==> config.mk <==
export PLATFORM = sky130hd
export DESIGN_NAME = mux_scan_nto1
export DESIGN_NICKNAME = d
export VERILOG_FILES = /design/src/rtl/mux_scan_nto1.sv
export SDC_FILE = /design/constraint.sdc
export NUM_CORES = 1
export LEC_CHECK = 0
export CAP_MARGIN = 20
export CORE_UTILIZATION = 38
export CTS_CLUSTER_DIAMETER = 30
export DETAILED_ROUTE_END_ITERATION = 8
export PLACE_DENSITY_LB_ADDON = 0.15
export SYNTH_ARGS = -nofsm -noshare
export SYNTH_HDL_FRONTEND = slang
export SYNTH_SLANG_ARGS = --single-unit
==> constraint.sdc <==
create_clock -name clk -period 2.05 [get_ports clk]
set_input_delay 0.3075 -clock clk [delete_from_list [all_inputs] [get_ports clk]]
set_output_delay 0.3075 -clock clk [all_outputs]
set_load 0.01 [all_outputs]
==> src/rtl/mux_scan_nto1.sv <==
// ----------------------------------------------------------------------------
// mux_scan_nto1
//
// Registered N:1 multiplexer with W-bit channels. There are two ways to pick
// a channel: direct selection through `sel`, or an autonomous scan that walks
// channels 0..N-1 with a programmable number of idle (dwell) cycles between
// samples. Every result lands in a single-entry valid/ready output register.
// A held sample is never overwritten before the consumer has accepted it.
//
// Optional feature macro: MUX_SCAN_PARITY_EN
//   When it is defined, the block adds an `out_parity` output. This is the
//   even parity (XOR-reduce) of the captured word, registered with out_data.
//   When it is not defined, the port and its logic do not exist.
//
// Parameters
//   N        number of input channels (2..2**SEL_W)
//   W        data width per channel
//   SEL_W    channel index width
//   DWELL_W  width of the dwell configuration and counter
//
// Ports
//   clk         rising-edge clock
//   rst_n       asynchronous active-low reset
//   in_data     packed channels; channel c is in_data[c*W +: W]
//   sel         channel index used in direct mode
//   mode        0 = direct, 1 = scan
//   en          capture enable
//   dwell       idle cycles between scan samples (sampled when a dwell starts)
//   out_data    registered selected data
//   out_ch      channel index belonging to out_data
//   out_valid   output register holds an unconsumed sample
//   out_ready   consumer accepts when out_valid && out_ready
//   wrap        one-cycle pulse after scan captured channel N-1
//   out_parity  (MUX_SCAN_PARITY_EN only) even parity of out_data
// ----------------------------------------------------------------------------
module mux_scan_nto1 #(
    parameter int N       = 16,
    parameter int W       = 8,
    parameter int SEL_W   = 4,
    parameter int DWELL_W = 8
) (
    input  logic               clk,
    input  logic               rst_n,
    input  logic [N*W-1:0]     in_data,
    input  logic [SEL_W-1:0]   sel,
    input  logic               mode,
    input  logic               en,
    input  logic [DWELL_W-1:0] dwell,
    output logic [W-1:0]       out_data,
    output logic [SEL_W-1:0]   out_ch,
    output logic               out_valid,
    input  logic               out_ready,
    output logic               wrap
`ifdef MUX_SCAN_PARITY_EN
    ,
    output logic               out_parity
`endif
);

    localparam logic [1:0] ST_IDLE   = 2'd0;
    localparam logic [1:0] ST_SAMPLE = 2'd1;
    localparam logic [1:0] ST_DWELL  = 2'd2;

    localparam int          NUM_IDX = 2 ** SEL_W;
    localparam logic [SEL_W-1:0] LAST_CH = SEL_W'(N - 1);

`ifdef MUX_SCAN_PARITY_EN
    // Even parity of one data word: 1 when the word has an odd number of ones.
    function automatic logic parity_even(input logic [W-1:0] word);
        return ^word;
    endfunction
`endif

    logic [1:0]         state_r;
    logic [1:0]         state_nxt_s;
    logic [SEL_W-1:0]   ch_r;
    logic [SEL_W-1:0]   ch_nxt_s;
    logic [DWELL_W-1:0] dwell_cnt_r;
    logic [DWELL_W-1:0] dwell_cnt_nxt_s;

    logic               load_ok_s;
    logic               scan_cap_s;
    logic               direct_cap_s;
    logic               capture_s;
    logic [SEL_W-1:0]   cap_idx_s;
    logic [W-1:0]       cap_data_s;

    // The table covers every index value that sel can hold. Indices at or
    // above N read as zero, so a wide sel never selects anything outside the
    // channel bank.
    logic [W-1:0]       chan_s [NUM_IDX];

    genvar gc;
    generate
        for (gc = 0; gc < NUM_IDX; gc++) begin : g_chan
            if (gc < N) begin : g_real
                assign chan_s[gc] = in_data[gc*W +: W];
            end else begin : g_pad
                assign chan_s[gc] = {W{1'b0}};
            end
        end
    endgenerate

    // The output register accepts new data when it is empty or being drained this cycle.
    assign load_ok_s    = !out_valid || out_ready;
    assign direct_cap_s = en && !mode && load_ok_s;
    assign capture_s    = direct_cap_s || scan_cap_s;

    // Capture index: the scan channel counter in scan mode, otherwise sel.
    always_comb begin
        cap_idx_s = sel;
        if (mode) begin
            cap_idx_s = ch_r;
        end else begin
            cap_idx_s = sel;
        end
    end

    // Capture data lookup.
    always_comb begin
        cap_data_s = chan_s[cap_idx_s];
    end

    // Scan FSM next-state logic. Dropping en or mode forces IDLE, so any
    // new scan restarts at channel 0.
    always_comb begin
        state_nxt_s     = state_r;
        ch_nxt_s        = ch_r;
        dwell_cnt_nxt_s = dwell_cnt_r;
        scan_cap_s      = 1'b0;
        if (!(en && mode)) begin
            state_nxt_s     = ST_IDLE;
            ch_nxt_s        = {SEL_W{1'b0}};
            dwell_cnt_nxt_s = {DWELL_W{1'b0}};
        end else begin
            case (state_r)
                ST_IDLE: begin
                    state_nxt_s = ST_SAMPLE;
                end
                ST_SAMPLE: begin
                    if (load_ok_s) begin
                        scan_cap_s = 1'b1;
                        if (ch_r == LAST_CH) begin
                            ch_nxt_s = {SEL_W{1'b0}};
                        end else begin
                            ch_nxt_s = ch_r + SEL_W'(1);
                        end
                        if (dwell != {DWELL_W{1'b0}}) begin
                            state_nxt_s     = ST_DWELL;
                            dwell_cnt_nxt_s = dwell;
                        end else begin
                            state_nxt_s     = ST_SAMPLE;
                        end
                    end else begin
                        // Stall: the held sample has not been taken yet.
                        state_nxt_s = ST_SAMPLE;
                    end
                end
                ST_DWELL: begin
                    dwell_cnt_nxt_s = dwell_cnt_r - DWELL_W'(1);
                    if (dwell_cnt_r <= DWELL_W'(1)) begin
                        state_nxt_s = ST_SAMPLE;
                    end else begin
                        state_nxt_s = ST_DWELL;
                    end
                end
                default: begin
                    state_nxt_s     = ST_IDLE;
                    ch_nxt_s        = {SEL_W{1'b0}};
                    dwell_cnt_nxt_s = {DWELL_W{1'b0}};
                end
            endcase
        end
    end

    // Scan FSM state, channel counter and dwell counter registers.
    always_ff @(posedge clk or negedge rst_n) begin
        if (!rst_n) begin
            state_r     <= ST_IDLE;
            ch_r        <= {SEL_W{1'b0}};
            dwell_cnt_r <= {DWELL_W{1'b0}};
        end else begin
            state_r     <= state_nxt_s;
            ch_r        <= ch_nxt_s;
            dwell_cnt_r <= dwell_cnt_nxt_s;
        end
    end

    // Output register: a capture wins over a drain, so a simultaneous
    // transfer-and-capture keeps out_valid high with the new sample.
    always_ff @(posedge clk or negedge rst_n) begin
        if (!rst_n) begin
            out_data  <= {W{1'b0}};
            out_ch    <= {SEL_W{1'b0}};
            out_valid <= 1'b0;
        end else if (capture_s) begin
            out_data  <= cap_data_s;
            out_ch    <= cap_idx_s;
            out_valid <= 1'b1;
        end else if (out_valid && out_ready) begin
            out_valid <= 1'b0;
        end else begin
            out_valid <= out_valid;
        end
    end

    // Wrap pulse: high for the one cycle after the scan captures the last channel.
    always_ff @(posedge clk or negedge rst_n) begin
        if (!rst_n) begin
            wrap <= 1'b0;
        end else begin
            wrap <= scan_cap_s && (ch_r == LAST_CH);
        end
    end

`ifdef MUX_SCAN_PARITY_EN
    // Parity register: updated together with out_data on every capture.
    always_ff @(posedge clk or negedge rst_n) begin
        if (!rst_n) begin
            out_parity <= 1'b0;
        end else if (capture_s) begin
            out_parity <= parity_even(cap_data_s);
        end else begin
            out_parity <= out_parity;
        end
    end
`endif

endmodule

# After elaboration in Yosys (flattened, before gate mapping)
# Index checks and enable logic that the tools add are counted.
# word_totals
register_bits	28
input_bits	145
out_inout_bits	14
wordCells	56
# classes
addsub	2
order_cmp	2
eq_ne	7
muxes	22
bitwise	1
reduce_logical	15
# op_table
op	n
$mux 8	5
$bmux 8 s4	1
$pmux 8 s3	1
$mux 4	4
$le 8x1->1 const B	1
$mux 2	4
$pmux 4 s2	1
$reduce_bool 8->1	1
$sub 8x1->8 const B	1
$ne 3x3->1 const B	2
$pmux 2 s3	1
$ge 5x5->1 const B	1
$logic_and 1x1->1	5
$mux 1	5
$not 4->5	1
$add 4x1->4 const B	1
$eq 4x4->1 const B	1
$ne 2x2->1 const B	2
$reduce_and 3->1	1
$eq 2x1->1 const B	1
$eq 2x2->1 const B	1
$logic_not 1->1	2
$logic_not 2->1	1
$logic_or 1x1->1	2
other kinds (3)	3

# Longest topological paths before layout
# logic_depth
ltp_word	7
ltp_mapped	8
mapped_depth_nobuf	7

# Least setup slack after synthesis
# Ideal clock, no wire load.
# synth_timing
path_type	register to register
startpoint	reg ch_r[1]
endpoint	reg out_data[3]
setup_ps	134
t_arrival_ps	1629
t_required_ps	1916
setup_slack_ps	287
path_stages_with_launch	7
n_path_buf	2
period_less_slack_ps	1763
path_cell_list	dfrtp_1 > clkbuf_1 > mux2_4 > buf_6 > mux4_2 > o2111ai_1 > o211ai_1
# synth_between
elab_chain_len	5
# synth_rtl
item	line	source
from (decl)	76	logic [SEL_W-1:0] ch_r;
from (signal assigned)	180	ch_r <= {SEL_W{1'b0}};
from (signal assigned)	184	ch_r <= ch_nxt_s;
$mux 4	112	if (mode) begin
$not 4->5 (not written as such)	121	cap_data_s = chan_s[cap_idx_s];
$bmux 8 s4	121	
$mux 8 (not written as such) (2 in series)	121	
to (signal assigned)	193	out_data <= {W{1'b0}};
to (signal assigned)	197	out_data <= cap_data_s;
to (decl)	49	output logic [W-1:0] out_data,
# Every way passes these cells. The select of a mux whose other input is x is not followed.
# A chain may end at the register's enable or synchronous reset.

# Worst setup path after layout
# layout_timing
startpoint	in dwell[1]
endpoint	reg dwell_cnt_r[6]
# layout_between
elab_chain_len	3
# layout_rtl
item	line	source
from (decl)	48	input logic [DWELL_W-1:0] dwell,
$reduce_bool 8->1	148	if (dwell != {DWELL_W{1'b0}}) begin
$ne 3x3->1 (no line)	-	
$reduce_and 3->1 (no line)	-	
to (signal assigned)	181	dwell_cnt_r <= {DWELL_W{1'b0}};
to (signal assigned)	185	dwell_cnt_r <= dwell_cnt_nxt_s;
to (decl)	78	logic [DWELL_W-1:0] dwell_cnt_r;
# Every way passes these cells.

==> results <==
[layout make-up]
| cell class | instances | area, µm² |
|---|---|---|
| fill | 543 | 1950 |
| timing repair buffer | 195 | 1870 |
| multi-input combinational | 301 | 1770 |
| sequential | 28 | 701 |
| tap | 77 | 96.3 |
| clock buffer | 3 | 41.3 |
| inverter | 10 | 37.5 |
| clock inverter | 1 | 30.0 |
[routing by layer]
layer / track usage [%] / vias up
li1: - / 1645
met1: 31.5 / 1603
met2: 49.7 / 179
met3: 3.60 / 36
met4: 10.8 / 0
met5: 0 / -
[cell families (layout without fill, tap and decap cells)]
logic type,after synthesis,count (layout)
simple gates,209,209
compound gates,61,61
buf+inv,34,209
flops,28,28
mux,19,19
fa+ha+maj,7,7
xor+xnor,5,5
[worst paths after layout]
check	startpoint	end	slack, ns	depth (start not counted)
max reg2reg	dwell_cnt_r[2]$_DFFE_PN0P_	state_r[0]$_DFF_PN0_	0.11	4
max	dwell[1]	dwell_cnt_r[6]$_DFFE_PN0P_	0.07	6
min	rst_n	ch_r[1]$_DFFE_PN0P_	0.40	2
min reg2reg	out_ch[0]$_DFFE_PN0P_	out_ch[0]$_DFFE_PN0P_	0.50	2
min in group clk	out_ch[0]$_DFFE_PN0P_	out_ch[0]$_DFFE_PN0P_	0.50	2
max in group asynchronous	rst_n	out_data[7]$_DFFE_PN0P_	1.37	2
[registers in the layout, summed over array words and instances (netlist names)]
name	flops
ch_r	4
dwell_cnt_r	8
out_ch	4
out_data	8
out_valid	1
state_r	2
wrap	1
[placed cells by master, fill, tap and decap left out, types with 4 or more instances in the layout]
cell,synthesis,layout
mux2i_1,9,8
clkdlybuf4s50_1,0,157
o2111ai_1,8,8
nand3_1,60,60
o21ai_0,6,6
inv_1,10,10
a21oi_1,14,14
nor2_1,12,11
ha_1,7,7
nand4_1,4,4
xor2_1,4,4
o2bb2ai_1,7,7
dfrtp_1,28,28
mux4_2,6,6
buf_4,0,36
nand2_1,116,116
o211ai_1,8,8
a22oi_1,7,7
[stage by stage]
step / power [W] / std cells / hold slack, ns / setup WS [ns]
6_report: 0.00192 / 615 / 0.397 / 0.0740
5_1_grt: 0.00201 / 615 / 0.431 / 0.0198
4_1_cts: 0.00192 / 614 / 0.408 / 0.0191
3_5_place_dp: 0.00147 / 610 / 0.477 / -0.276
3_3_place_gp: 0.00146 / 610 / 0.466 / -0.229
2_1_floorplan: 0.000945 / 363 / 0.0119 / 0.287
[synth_stat cells, types with 8 or more instances]
| library cell | count | share of area (%) |
|---|---|---|
| o211ai_1 | 8 | 2.3 |
| buf_2 | 12 | 2.3 |
| inv_1 | 10 | 1.4 |
| mux2i_1 | 9 | 3.5 |
| clkbuf_1 | 10 | 1.4 |
| dfrtp_1 | 28 | 27 |
| nor2_1 | 12 | 1.7 |
| nand2_1 | 116 | 17 |
| nand3_1 | 60 | 12 |
| o2111ai_1 | 8 | 2.7 |
| a21oi_1 | 14 | 2.7 |
[critical path, cell delays in order]
cell             delay [ns]
clkdlybuf4s50_1        0.44
or4_1                  0.55
o21ai_1                0.20
a21oi_1                0.20
nor2_2                 0.32
o2bb2ai_1              0.17
[where the power goes]
part / internal [W] / total (W) / switching (W) / leakage [nW]
sequential: 0.000606 / 0.000639 / 0.0000327 / 0.370
clock: 0.000262 / 0.000448 / 0.000187 / 0.0357
combinational: 0.000498 / 0.000830 / 0.000331 / 1.47
[repair_timing]
item	CTS	global route
buffers inserted	0	1
resized for setup	0	3
endpoints found under the setup margin	0	15
==> metrics.yaml <==
syn_avg_cell_area_um2: 7.19
die_y_um: 84.9
powerDensity_nw_per_um2: 421
synthMuxAreaShare_pct: 10.6
pin_count: 159
synth_top_flop_cell: "dfrtp_1"
globalplace.congestion: 0.898
num-nets-final: 691
status: "finished with violations"
leakagePower_nw: 1.88
root_buffer: "clkbuf_8"
worst_slew_pin_slew_ns: 0.472
insertion_delay_ns: 0.28
via_count: 3463
wl_per_cell_um: 16.2
fmax_ghz: 0.506
drv_slew: 0
grt_pass1_wl_mm: 15.5
drv_cap: 0
start_util_pct: 40.2
dp_hpwl_mm: 7.93
synth_xor_area_share_pct: 1.68
cts_hold_buf: 0
dr_wl_met3_um: 749
ir_drop_mv: 0.253
wl_met1_mm: 3.95
violations: "DRC"
rsz0062_at_grt: "no"
top_signal_layer_used: "met4"
antenna_cells: 0
end_kind: "flip-flop"
dpl_cell_area_um2: 4460
numCtsBuffers: 3
synth_compound_area_share_pct: 16.4
required_ns: 2.26
grt.overflow.total: 0
placementRows: 29
synth_seq_area_share_pct: 26.9
synth_fa_ha_area_share_pct: 3.36
detail-route-antenna-nets: 0
fin_area_um2: 4550
hp-class: "input port to async pin"
dr.first_iter.drc_count: 231
cp_data_arrival_time_ns: 2.18
die_w_um: 84.9
dr.pass1.iters: 9
drive_gt1_share_pct: 10.0
setup_viol: 0
syn_inst: 363
grt_antenna_before_repair: 0
final_util_pct: 70.0
synth_cell_type_count: 40
coreArea_um2: 6490
syn_to_final_growth_pct: 74.4
htree_num_levels: 1
worstPathMaxFanout: 7
drc: 9
synth_edf_count: 0
finalClockSkew_ns: 0.00566
yosys_warnings: 0
drt-total-wl_mm: 9.97
grt_max_degree: 40
cts_buffer_depth: 2
synth.ff_latch_count: 28
dieArea_um2: 7200
fin_crit_sh_pct: 96.4
path_class: "input port to flip-flop"
synth_top_family_by_area: "simple AND/OR/NAND/NOR gates"
cts_tree: "done"
hold_viol: 0
grt_pass1_vias: 3422
met2WireLength_mm: 4.92
synth.net_count: 515
max_slew_margin_pct: 68.4
yosys.area_share.simple_pct: 35.1
track_usage_pct: 26.9
io_buffers: 158
synthesis.area_um2: 2610
finalSetupTns_ns: 0
cp-start-kind: "input port"
fin_crit_ns: 1.98
cts.sinks: 28
routed_via_density: 5.63
async_flop_share_pct: 100
clk_pin_slew_ns: 0.10
Power figures use the tool's default switching activity.
